<file path="src/rtl/counter_cmd_sequencer_if.sv">
// rtl/counter_cmd_sequencer_if.sv - command channel between a host and counter_cmd_sequencer
interface counter_cmd_sequencer_if;
  logic       cmd_valid;
  logic       cmd_ready;
  logic [2:0] cmd_op;
  logic [7:0] cmd_data;
  logic       cmd_abort;

  modport master (
    output cmd_valid,
    output cmd_op,
    output cmd_data,
    output cmd_abort,
    input  cmd_ready
  );

  modport slave (
    input  cmd_valid,
    input  cmd_op,
    input  cmd_data,
    input  cmd_abort,
    output cmd_ready
  );
endinterface

</file>
<file path="src/rtl/counter_cmd_sequencer.sv">
// rtl/counter_cmd_sequencer.sv - turns commands into strobe/serial-bit sequences for a downstream 8-bit counter
module counter_cmd_sequencer (
  input  logic                   clk_i,
  input  logic                   rst_i,
  counter_cmd_sequencer_if.slave cmd_if,
  output logic                   do_reset_o,
  output logic                   do_increment_o,
  output logic                   do_decrement_o,
  output logic                   do_shift_l2r_o,
  output logic                   do_shift_r2l_o,
  output logic                   counter_in_msb_o,
  output logic                   counter_in_lsb_o,
  output logic                   busy_o,
  output logic                   cmd_done_o
);

  typedef enum logic {
    ST_IDLE = 1'b0,
    ST_RUN  = 1'b1
  } state_e;

  localparam logic [2:0] OP_NOP      = 3'd0;
  localparam logic [2:0] OP_CLEAR    = 3'd1;
  localparam logic [2:0] OP_INC      = 3'd2;
  localparam logic [2:0] OP_DEC      = 3'd3;
  localparam logic [2:0] OP_LOAD_L2R = 3'd4;
  localparam logic [2:0] OP_LOAD_R2L = 3'd5;
  localparam logic [2:0] OP_INC_N    = 3'd6;
  localparam logic [2:0] OP_DEC_N    = 3'd7;

  state_e     state_q, state_d;
  logic [7:0] rem_q, rem_d;
  logic [7:0] sh_q, sh_d;
  logic [2:0] op_q, op_d;
  logic       done_q, done_d;
  logic [7:0] strobe_cnt;

  // Number of strobes the offered command would generate if accepted now.
  always_comb begin
    strobe_cnt = 8'd0;
    case (cmd_if.cmd_op)
      OP_CLEAR, OP_INC, OP_DEC: strobe_cnt = 8'd1;
      OP_LOAD_L2R, OP_LOAD_R2L: strobe_cnt = 8'd8;
      OP_INC_N, OP_DEC_N:       strobe_cnt = cmd_if.cmd_data;
      default:                  strobe_cnt = 8'd0;
    endcase
  end

  always_ff @(posedge clk_i or posedge rst_i) begin
    if (rst_i) begin
      state_q <= ST_IDLE;
      rem_q   <= 8'd0;
      sh_q    <= 8'd0;
      op_q    <= OP_NOP;
      done_q  <= 1'b0;
    end else begin
      state_q <= state_d;
      rem_q   <= rem_d;
      sh_q    <= sh_d;
      op_q    <= op_d;
      done_q  <= done_d;
    end
  end

  always_comb begin
    state_d = state_q;
    rem_d   = rem_q;
    sh_d    = sh_q;
    op_d    = op_q;
    done_d  = 1'b0;
    if (state_q == ST_IDLE) begin
      // Zero-strobe commands are consumed without leaving IDLE.
      if (cmd_if.cmd_valid && (strobe_cnt != 8'd0)) begin
        state_d = ST_RUN;
        rem_d   = strobe_cnt;
        sh_d    = cmd_if.cmd_data;
        op_d    = cmd_if.cmd_op;
      end
    end else begin
      rem_d = rem_q - 8'd1;
      if (op_q == OP_LOAD_L2R) begin
        sh_d = {1'b0, sh_q[7:1]};
      end else if (op_q == OP_LOAD_R2L) begin
        sh_d = {sh_q[6:0], 1'b0};
      end
      // Abort wins over completion, so an abort on the last strobe suppresses CmdDone.
      if (cmd_if.cmd_abort) begin
        state_d = ST_IDLE;
        rem_d   = 8'd0;
        sh_d    = 8'd0;
      end else if (rem_q == 8'd1) begin
        state_d = ST_IDLE;
        done_d  = 1'b1;
      end
    end
  end

  always_comb begin
    cmd_if.cmd_ready = (state_q == ST_IDLE);
    busy_o           = (state_q == ST_RUN);
    cmd_done_o       = done_q;
    do_reset_o       = 1'b0;
    do_increment_o   = 1'b0;
    do_decrement_o   = 1'b0;
    do_shift_l2r_o   = 1'b0;
    do_shift_r2l_o   = 1'b0;
    if (state_q == ST_RUN) begin
      case (op_q)
        OP_CLEAR:           do_reset_o     = 1'b1;
        OP_INC, OP_INC_N:   do_increment_o = 1'b1;
        OP_DEC, OP_DEC_N:   do_decrement_o = 1'b1;
        OP_LOAD_L2R:        do_shift_l2r_o = 1'b1;
        OP_LOAD_R2L:        do_shift_r2l_o = 1'b1;
        default:            do_reset_o     = 1'b0;
      endcase
    end
    counter_in_msb_o = do_shift_l2r_o & sh_q[0];
    counter_in_lsb_o = do_shift_r2l_o & sh_q[7];
  end

endmodule

</file>
<file path="src/flat_wrapper.sv">
// flat-port wrapper written by rule: the top's interface ports become plain ports
module counter_cmd_sequencer_flat 
  (clk_i, rst_i, do_reset_o, do_increment_o, do_decrement_o, do_shift_l2r_o, do_shift_r2l_o, counter_in_msb_o, counter_in_lsb_o, busy_o, cmd_done_o, cmd_if_cmd_valid, cmd_if_cmd_op, cmd_if_cmd_data, cmd_if_cmd_abort, cmd_if_cmd_ready);
  counter_cmd_sequencer_if cmd_if_i ();
  input  logic clk_i;
  input  logic rst_i;
  output logic do_reset_o;
  output logic do_increment_o;
  output logic do_decrement_o;
  output logic do_shift_l2r_o;
  output logic do_shift_r2l_o;
  output logic counter_in_msb_o;
  output logic counter_in_lsb_o;
  output logic busy_o;
  output logic cmd_done_o;
  input wire logic [$bits(cmd_if_i.cmd_valid)-1:0] cmd_if_cmd_valid;
  input wire logic [$bits(cmd_if_i.cmd_op)-1:0] cmd_if_cmd_op;
  input wire logic [$bits(cmd_if_i.cmd_data)-1:0] cmd_if_cmd_data;
  input wire logic [$bits(cmd_if_i.cmd_abort)-1:0] cmd_if_cmd_abort;
  output wire logic [$bits(cmd_if_i.cmd_ready)-1:0] cmd_if_cmd_ready;
  assign cmd_if_i.cmd_valid = cmd_if_cmd_valid;
  assign cmd_if_i.cmd_op = cmd_if_cmd_op;
  assign cmd_if_i.cmd_data = cmd_if_cmd_data;
  assign cmd_if_i.cmd_abort = cmd_if_cmd_abort;
  assign cmd_if_cmd_ready = cmd_if_i.cmd_ready;
  counter_cmd_sequencer u_core (.clk_i(clk_i), .rst_i(rst_i), .cmd_if(cmd_if_i), .do_reset_o(do_reset_o), .do_increment_o(do_increment_o), .do_decrement_o(do_decrement_o), .do_shift_l2r_o(do_shift_l2r_o), .do_shift_r2l_o(do_shift_r2l_o), .counter_in_msb_o(counter_in_msb_o), .counter_in_lsb_o(counter_in_lsb_o), .busy_o(busy_o), .cmd_done_o(cmd_done_o));
endmodule
</file>
<file path="config.mk">
export PLATFORM = sky130hd
export DESIGN_NAME = counter_cmd_sequencer_flat
export DESIGN_NICKNAME = d
export VERILOG_FILES = /design/src/rtl/counter_cmd_sequencer_if.sv /design/src/rtl/counter_cmd_sequencer.sv /design/src/flat_wrapper.sv
export SDC_FILE = /design/constraint.sdc
export NUM_CORES = 1
export LEC_CHECK = 0
export BUFFER_PORTS_ARGS = -buffer_cell sky130_fd_sc_hd__buf_4
export CAP_MARGIN = 30
export CORE_MARGIN = 1
export CORE_UTILIZATION = 49
export CTS_CLUSTER_DIAMETER = 120
export DETAILED_ROUTE_END_ITERATION = 12
export PLACE_DENSITY = 0.75
export SYNTH_ARGS = -nofsm -noshare
export SYNTH_HDL_FRONTEND = slang
export SYNTH_SLANG_ARGS = --single-unit
</file>
<file path="constraint.sdc">
create_clock -name clk_i -period 1.6 [get_ports clk_i]
set_input_delay 0.08 -clock clk_i [delete_from_list [all_inputs] [get_ports clk_i]]
set_output_delay 0.08 -clock clk_i [all_outputs]
set_load 0.01 [all_outputs]
</file>
# Yosys cells after proc, flatten, opt, wreduce, memory -nomap -nowiden
# Index checks and enable logic that the tools add are counted.
dict set report totals {
  ff_bits 21
  latchBits 0
  mem_bits_rw 0
  mem_bits_ro 0
  in_bits 15
  out_inout_bits 10
  wordCells 61
  mem_count 0
}
dict set report op_classes {
  add_sub_neg 1
  n_mul 0
  div_mod_pow 0
  n_lt_le_gt_ge 0
  n_eq_ne 16
  shift 0
  n_mux 26
  n_bitwise 3
  reduce_logical 10
}
# op count
set ops {}
lappend ops {{two-way mux 8 bit} 8}
lappend ops {{equality test 3 bit, second input constant} 8}
lappend ops {{case mux 8 bit (3 select lines)} 1}
lappend ops {{two-way mux 1 bit} 17}
lappend ops {{equality test 3 x 2 -> 1 bit, second input constant} 4}
lappend ops {{equality test 8 x 1 -> 1 bit, second input constant} 1}
lappend ops {{nonzero test 8 bit} 1}
lappend ops {{OR reduction 2 bit} 4}
lappend ops {{subtractor 8 x 1 -> 8 bit, second input constant} 1}
lappend ops {{equality test 3 x 1 -> 1 bit, second input constant} 2}
lappend ops {{!= test 4 bit, second input constant} 1}
lappend ops {{AND reduction 2 bit} 2}
lappend ops {{OR reduction 3 bit} 1}
lappend ops {{bitwise AND 1 bit} 2}
lappend ops {{nonzero test 2 bit} 1}
lappend ops {{logical AND 1 bit} 1}
lappend ops {{NOT 1 bit} 1}

# Depth between registers and ports, before layout
# Gate-level depths: netlist of the first run.
dict set report depth {
  ltp_word 7
  mapped_depth 6
  mapped_depth_nobuf 6
}

# Worst setup path before layout of the first run
# No wires, ideal clock.
dict set report synth_timing {
  path_kind {register -> register}
  from {reg u_core.state_q, in the netlist u_core.busy_o}
  to {reg u_core.sh_q[0]}
  setup_ps 125
  arrival_ps 1494
  setup_slack_ps -19
  path_stages_with_launch 6
  period_less_slack_ps 1619
  cell_sequence {dfrtp_1 clkbuf_1 inv_1 clkbuf_1 a22o_1 mux2_2}
}
dict set report synth_via {
  elab_chain_len 2
  elab_cells_between_ends 4
  classes_between {eq/ne: 1; mux: 1; reduce/logical: 2}
}
# element line_no
set synth_rtl {}
lappend synth_rtl {{start, declared} counter_cmd_sequencer.sv:31} ;# state_e state_q, state_d;
lappend synth_rtl {{start signal, assigned} counter_cmd_sequencer.sv:57} ;# state_q <= state_d;
lappend synth_rtl {{!= test 4 bit (no line) / nonzero test 2 bit (equally long branches)} -}
lappend synth_rtl {{AND reduction 2 bit (no line)} -}
lappend synth_rtl {{end signal, assigned} counter_cmd_sequencer.sv:53} ;# sh_q <= 8'd0;
lappend synth_rtl {{end signal, assigned} counter_cmd_sequencer.sv:59} ;# sh_q <= sh_d;
lappend synth_rtl {{end, declared} counter_cmd_sequencer.sv:33} ;# logic [7:0] sh_q, sh_d;
# Parallel ways exist; a longest one is shown, timed or not.
# A chain may end at the register's enable or synchronous reset.

# Worst setup path after layout of the first run
dict set report layout_timing {
  from {reg u_core.op_q[1]}
  to {out counter_in_msb_o}
}
dict set report layout_via {
  elab_chain_len 4
}
# element line_no
set layout_rtl {}
lappend layout_rtl {{start, declared} counter_cmd_sequencer.sv:34} ;# logic [2:0] op_q, op_d;
lappend layout_rtl {{start signal, assigned} counter_cmd_sequencer.sv:60} ;# op_q <= op_d;
lappend layout_rtl {{equality test 3 bit} counter_cmd_sequencer.sv:108} ;# case (op_q)
lappend layout_rtl {{two-way mux 1 bit} counter_cmd_sequencer.sv:108}
lappend layout_rtl {{two-way mux 1 bit} counter_cmd_sequencer.sv:107} ;# if (state_q == ST_RUN) begin
lappend layout_rtl {{bitwise AND 1 bit} counter_cmd_sequencer.sv:117} ;# counter_in_msb_o = do_shift_l2r_o & sh_q[0];
lappend layout_rtl {{end, declared} flat_wrapper.sv:12} ;# output logic counter_in_msb_o;
# Every way passes these cells.

==> impl_results.md, run 1 <==
* Min Clock Period, post-route at 1.57 ns
* Leak at 0.876 nW
* Worst-path fanout max at 6
* Clk slew on worst S/H paths at 0.12 ns
* Final Wtd Congestion at 0.798
* Logic gate share of total power at 0.558
* Final period util at 0.981
* Mapped Area at 1290 sq um
* Top_reg_cell synth: dfrtp_1
* Post-synth EDFFs at 0
* Number of global-route vias before repair at 1198
* Internal at 1.75 mW
* F_max at 0.637 GHz
* CTS root buffer: clkbuf_4
* Worst slew pin tran at 0.415 ns
* Worst setup SP type: register
* Worst EP required at 1.52 ns
* TNS Setup at 0 ns
* Overall Global Routing Usage at 0.269
* Crit path DAT at 1.49 ns
* Clock Tree Buf Depth at 2
* Mean routed wirelength per cell at 16.1 um
* CTS buffer count at 3
* Die height at 53.4 um
* Clock share of power at 0.091
* Overall power at 2.84 mW
* Slew headroom at 0.723
* Placed Cells at 203
* Syn nets at 146
* Net Sw Frac at 0.384
* Post-synth ARST share at 1.00
* Die width at 53.4 um
* Multi-input logic area at 777 sq um
* Max IR drop VDD at 0.00112 V
* # fillers at 195
* Clock Latency Late Sink at 0.31 ns
* Clock sink count at 21
* Final ANT Viol Nets at 0
* Worst setup EP type: primary output
* Final Non-Filler Cells at 211
* Core area at 2480 sq um
* Final wirelength at 3390 um
* Final Hold Vio Count at 0
* Antenna cell count at 0
* First-pass GRT wire length at 5510 um
* H-tree levels at 1
* PD cells at 1570 nW/um^2
* Nets at 199
* Clk_skew at 0.00455 ns
* Most used cell, CP: buf_4
* RSZ-0062 raised after global routing: yes
* Final setup viols at 0
* Max Slew Vio Count at 0
* Max Cap Viol at 0
* Placed cell area at 1690 sq um
* Hold/Removal Path Class: input pin to register
* Initial antenna violation count at 0
* Reg power frac at 0.351
* Ratio of cells with drive above 1 in the final layout at 0.453
* Register area at 529 sq um
* DR vias at 1233
* Congestion Overflow GR at 0
* Critical path class: register to primary output
* Design area at 1800 sq um
* # DRC at 0
* Drt initial violations at 30
* Largest net degree at the start of global routing at 22
* Synthesized flop and latch total at 21
* Synth top area share at 0.406
* Max incr delay on CP at 0.46 ns
* Switch Pwr at 1.09 mW
* Hold_ws at 0.0173 ns
* Via density at 5.84
* Port Buffers at 24
* Ys Warns at 0
* Post-synth cell types at 36
* Mean Syn Cell Area at 10.0 sq um
* CTS tree: done
* CP max-delay cell: dfrtp_2
* Die area at 2850 sq um
* Boundary Pins at 25
* Most frequent cells after synthesis: 21 x dfrtp_1, 11 x mux2_2, 10 x nand2_1
* Critical Path, Cell by Cell: nor3b_2 -> buf_4 -> and3_1 -> buf_4
* Most frequent cell after synthesis: dfrtp_1
* Largest area contributor in the netlist: dfrtp_1
* Starting Density at 0.522
* Synth top area cells: dfrtp_1 41%, mux2_2 9.6%, o2bb2ai_1 4.7%
* Pre-antenna DRT Iters at 5
* # rows at 18
* Area Overhead vs Synth at 39.3%
* Seq/Total Area, Yosys at 0.406
* Mapped Cells at 129
* Status: finished, final reports clean
* DPL Wire Length at 2550 um
worst max-delay path: cells and delay by family, from the launching register on:
kind	cells	cell delay (ns)
DFF	1	0.46
buffers and inverters	2	0.31
and+or+nand+nor	2	0.41
power groups by stage:
| stage | Combinational, mW | Sequential, mW | Clock, mW |
|---|---|---|---|
| 3_5_place_dp | 1.43 | 0.979 | 0 |
| 4_1_cts | 1.45 | 0.964 | 0.271 |
| 3_3_place_gp | 1.39 | 0.963 | 0 |
| 2_1_floorplan | 0.900 | 0.945 | 0 |
| 5_1_grt | 1.75 | 1.02 | 0.291 |
| 6_report | 1.58 | 0.995 | 0.259 |
what timing repair did:
action	4_1_cts	5_1_grt
resized for setup	1	14
hold endpoints to repair	21	0
gates cloned	0	1
setup endpoints to repair	3	14
setup buffers	0	2
pin swaps	0	0
hold buffers	1	0
cell usage in the layout, fill, tap and decap left out, types with 2 or more instances in the layout:
master | netlist | final
nand2_1 | 10 | 9
clkbuf_4 | 0 | 3
a221o_1 | 4 | 4
dfrtp_2 | 0 | 3
buf_4 | 0 | 53
nor2_1 | 6 | 5
and3_1 | 5 | 5
nor3_1 | 3 | 3
dfrtp_1 | 21 | 18
o21ai_0 | 5 | 5
and2_1 | 2 | 2
xnor2_1 | 3 | 3
nor3b_2 | 0 | 2
nand2b_1 | 3 | 3
nand3_1 | 4 | 4
inv_1 | 5 | 5
mux2_2 | 11 | 11
o2bb2ai_1 | 7 | 7
mux2i_1 | 6 | 6
a21o_1 | 5 | 5
nor2b_1 | 3 | 3
area by class of cell:
type                    count  share of cell area
well taps                  30              0.0208
clock buffers               4              0.0146
flip-flops and latches     21               0.294
multi-input cells          96               0.431
inverters                   5              0.0104
repair buffers             55               0.229
sequential cells by signal, summed over array words and instances (netlist names):
register and flops:
u_core.rem_q 8, u_core.op_q 3, u_core.sh_q 8, u_core.busy_o 1, u_core.cmd_done_o 1
metal layers:
layer | wire length, um | share of wire | GRT usage | vias to the layer above
met5 | 0 | 0 | 0 | -
met4 | 86 | 0.025 | 0.0965 | 0
met3 | 180 | 0.053 | 0.0575 | 11
met2 | 1700 | 0.50 | 0.463 | 44
met1 | 1430 | 0.42 | 0.324 | 601
li1 | - | - | - | 577
logic make-up after synthesis:
| family | count (synthesis) | synth area share |
|---|---|---|
| adders and majority gates | 2 | 0.0193 |
| muxes | 17 | 0.142 |
| AOI/OAI and AO/OA | 30 | 0.191 |
| DFF | 21 | 0.406 |
| buffers and inverters | 12 | 0.0358 |
| and+or+nand+nor | 43 | 0.178 |
| xor gates and xnor gates | 4 | 0.0271 |
path summary, 6_finish.rpt:
| kind | start | endpoint | slack (ns) | cells after the start |
|---|---|---|---|---|
| min in group asynchronous | rst_i | u_core.rem_q[3] | 0.34 | 4 |
| hold / removal | cmd_if_cmd_op[0] | u_core.op_q[0] | 0.02 | 2 |
| max in group asynchronous | rst_i | u_core.op_q[1] | 1.03 | 4 |
| setup / recovery | u_core.op_q[1] | counter_in_msb_o | 0.03 | 4 |
| setup reg to reg | u_core.op_q[1] | u_core.sh_q[2] | 0.04 | 5 |
| hold reg to reg | u_core.sh_q[4] | u_core.sh_q[4] | 0.55 | 1 |
metrics by stage:
stage | setup slack (ns) | utilization
after floorplan | 0.00283 | -
after detailed placement | -0.128 | 0.681
after CTS | 0.00585 | 0.698
after global placement | -0.0674 | 0.681
final | 0.0307 | 0.727
after global routing | -0.0327 | 0.727
Note: power is estimated with default switching activity, not from simulation.
==> run 2, diff against run 1 <==
--- a/config.mk
+++ b/config.mk
@@ -12,6 +12,7 @@
 export CTS_CLUSTER_DIAMETER = 120
 export DETAILED_ROUTE_END_ITERATION = 12
 export PLACE_DENSITY = 0.75
+export RECOVER_POWER = 25
 export SYNTH_ARGS = -nofsm -noshare
 export SYNTH_HDL_FRONTEND = slang
 export SYNTH_SLANG_ARGS = --single-unit
==> run 2 against run 1 <==
Setup slack got worse by 0.0029 ns. Design area fell by 0.14%. Utilization fell by 0.10 points. Total power barely moved. First-iteration DRC count did not move. Fmax fell by 0.18%. Count of clock-buffer cells in the layout did not move. Flip-flop and latch count did not move. Wire length rose by 0.38%. Final cell count did not move. Critical path type unchanged. Critical endpoint unchanged.
==> impl_results.md, run 2 (synthesized netlist as in run 1, its figures left out) <==
* Switch Pwr at 1.09 mW
* Boundary Pins at 25
* Antenna cell count at 0
* Core area at 2480 sq um
* Worst setup EP type: primary output
* Pre-antenna DRT Iters at 4
* Clk slew on worst S/H paths at 0.12 ns
* Worst slew pin tran at 0.519 ns
* Starting Density at 0.522
* TNS Setup at 0 ns
* Logic gate share of total power at 0.558
* Most common cell after layout, fill and taps aside: buf_4
* Status: finished, final reports clean
* PD cells at 1580 nW/um^2
* Min Clock Period, post-route at 1.57 ns
* Worst setup SP type: register
* CTS buffer count at 3
* Leak at 0.875 nW
* Area Overhead vs Synth at 39.1%
* Mean routed wirelength per cell at 16.1 um
* Final Hold Vio Count at 0
* Ratio of cells with drive above 1 in the final layout at 0.453
* Max Slew Vio Count at 0
* Overall Global Routing Usage at 0.269
* First-pass GRT wire length at 5510 um
* Max IR drop VDD at 0.00113 V
* Critical path class: register to primary output
* Post-layout util at 0.726
* Worst-path fanout max at 6
* Biggest regs: u_core.rem_q x8, u_core.sh_q x8, u_core.op_q x3
* Drt initial violations at 30
* Max Cap Viol at 0
* Final Wtd Congestion at 0.798
* Clock Latency Late Sink at 0.31 ns
* CTS tree: done
* # rows at 18
* Overall power at 2.84 mW
* Net Sw Frac at 0.385
* # DRC at 0
* Nets at 199
* CTS root buffer: clkbuf_4
* RSZ-0062 raised after global routing: yes
* Final setup viols at 0
* Final Non-Filler Cells at 211
* H-tree levels at 1
* Setup WS pre-CTS at -0.128 ns
* Placed cell area at 1690 sq um
* PnR worst setup slack at 0.0278 ns
* Die width at 53.4 um
* Hold_ws at 0.0172 ns
* Largest net degree at the start of global routing at 22
* Die height at 53.4 um
* Reg power frac at 0.351
* DR vias at 1238
* Worst EP required at 1.52 ns
* Clock Tree Buf Depth at 2
* Slew headroom at 0.654
* F_max at 0.636 GHz
* Crit path DAT at 1.49 ns
* Clock sink count at 21
* Design area at 1800 sq um
* Initial antenna violation count at 0
* Number of global-route vias before repair at 1198
* Final period util at 0.983
* Commonest non-fill, non-tap cells in the layout: 51 x buf_4, 18 x dfrtp_1, 11 x mux2_2
* DPL Wire Length at 2550 um
* Final wirelength at 3410 um
* Clk_skew at 0.00457 ns
* Hold/Removal Path Class: input pin to register
* Clock share of power at 0.091
* Port Buffers at 24
* Final ANT Viol Nets at 0
* Congestion Overflow GR at 0
* Die area at 2850 sq um
* Via density at 5.87
* Placed Cells at 203
* Internal at 1.75 mW
run 2: changes by cell type in the layout (fill, tap and decap cells not counted), sizes merged:
cell,before,now
buf,54,52
clkbuf,4,6
run 2: area by class of cell:
type | count | area [sq um]
Clock buffer | 4 | 26.3
Multi-Input combinational cell | 96 | 777
Fill cell | 196 | 678
Inverter | 5 | 18.8
Timing Repair Buffer | 55 | 410
Tap cell | 30 | 37.5
Sequential cell | 21 | 529
run 2: final timing paths:
| kind | startpoint | endpoint | slack [ns] | depth (start not counted) |
|---|---|---|---|---|
| min in group asynchronous | rst_i | u_core.rem_q[1] | 0.43 | 4 |
| max in group asynchronous | rst_i | u_core.op_q[1] | 0.80 | 4 |
| setup / recovery | u_core.op_q[1] | counter_in_msb_o | 0.03 | 4 |
| hold / removal | cmd_if_cmd_op[0] | u_core.op_q[0] | 0.02 | 2 |
| hold reg to reg | u_core.sh_q[4] | u_core.sh_q[4] | 0.55 | 1 |
| setup reg to reg | u_core.op_q[1] | u_core.sh_q[2] | 0.03 | 5 |
run 2: critical path, stage by stage (launching register included):
cell and delay, ns:
dfrtp_2 0.46, nor3b_2 0.24, buf_4 0.19, and3_1 0.17
buf_4 0.12
run 2: what timing repair did:
item	4_1_cts	5_1_grt
hold endpoints to repair	21	0
gates resized for setup	1	14
hold buffers	1	0
gates cloned	0	1
setup buffers	0	2
setup endpoints to repair	3	14
run 2: metal layers:
metal	up-vias	part of all wire	track usage
met4	0	0.022	0.0965
li1	578	-	-
met1	607	0.42	0.324
met3	9	0.052	0.0575
met5	-	0	0
met2	44	0.50	0.463
run 2: power by group through the flow:
stage,clock network [mW],registers (mW),logic [mW]
global route,0.291,1.02,1.74
detailed placement,0,0.979,1.43
global placement,0,0.963,1.39
floorplan,0,0.945,0.900
finish,0.259,0.995,1.58
CTS,0.271,0.964,1.45
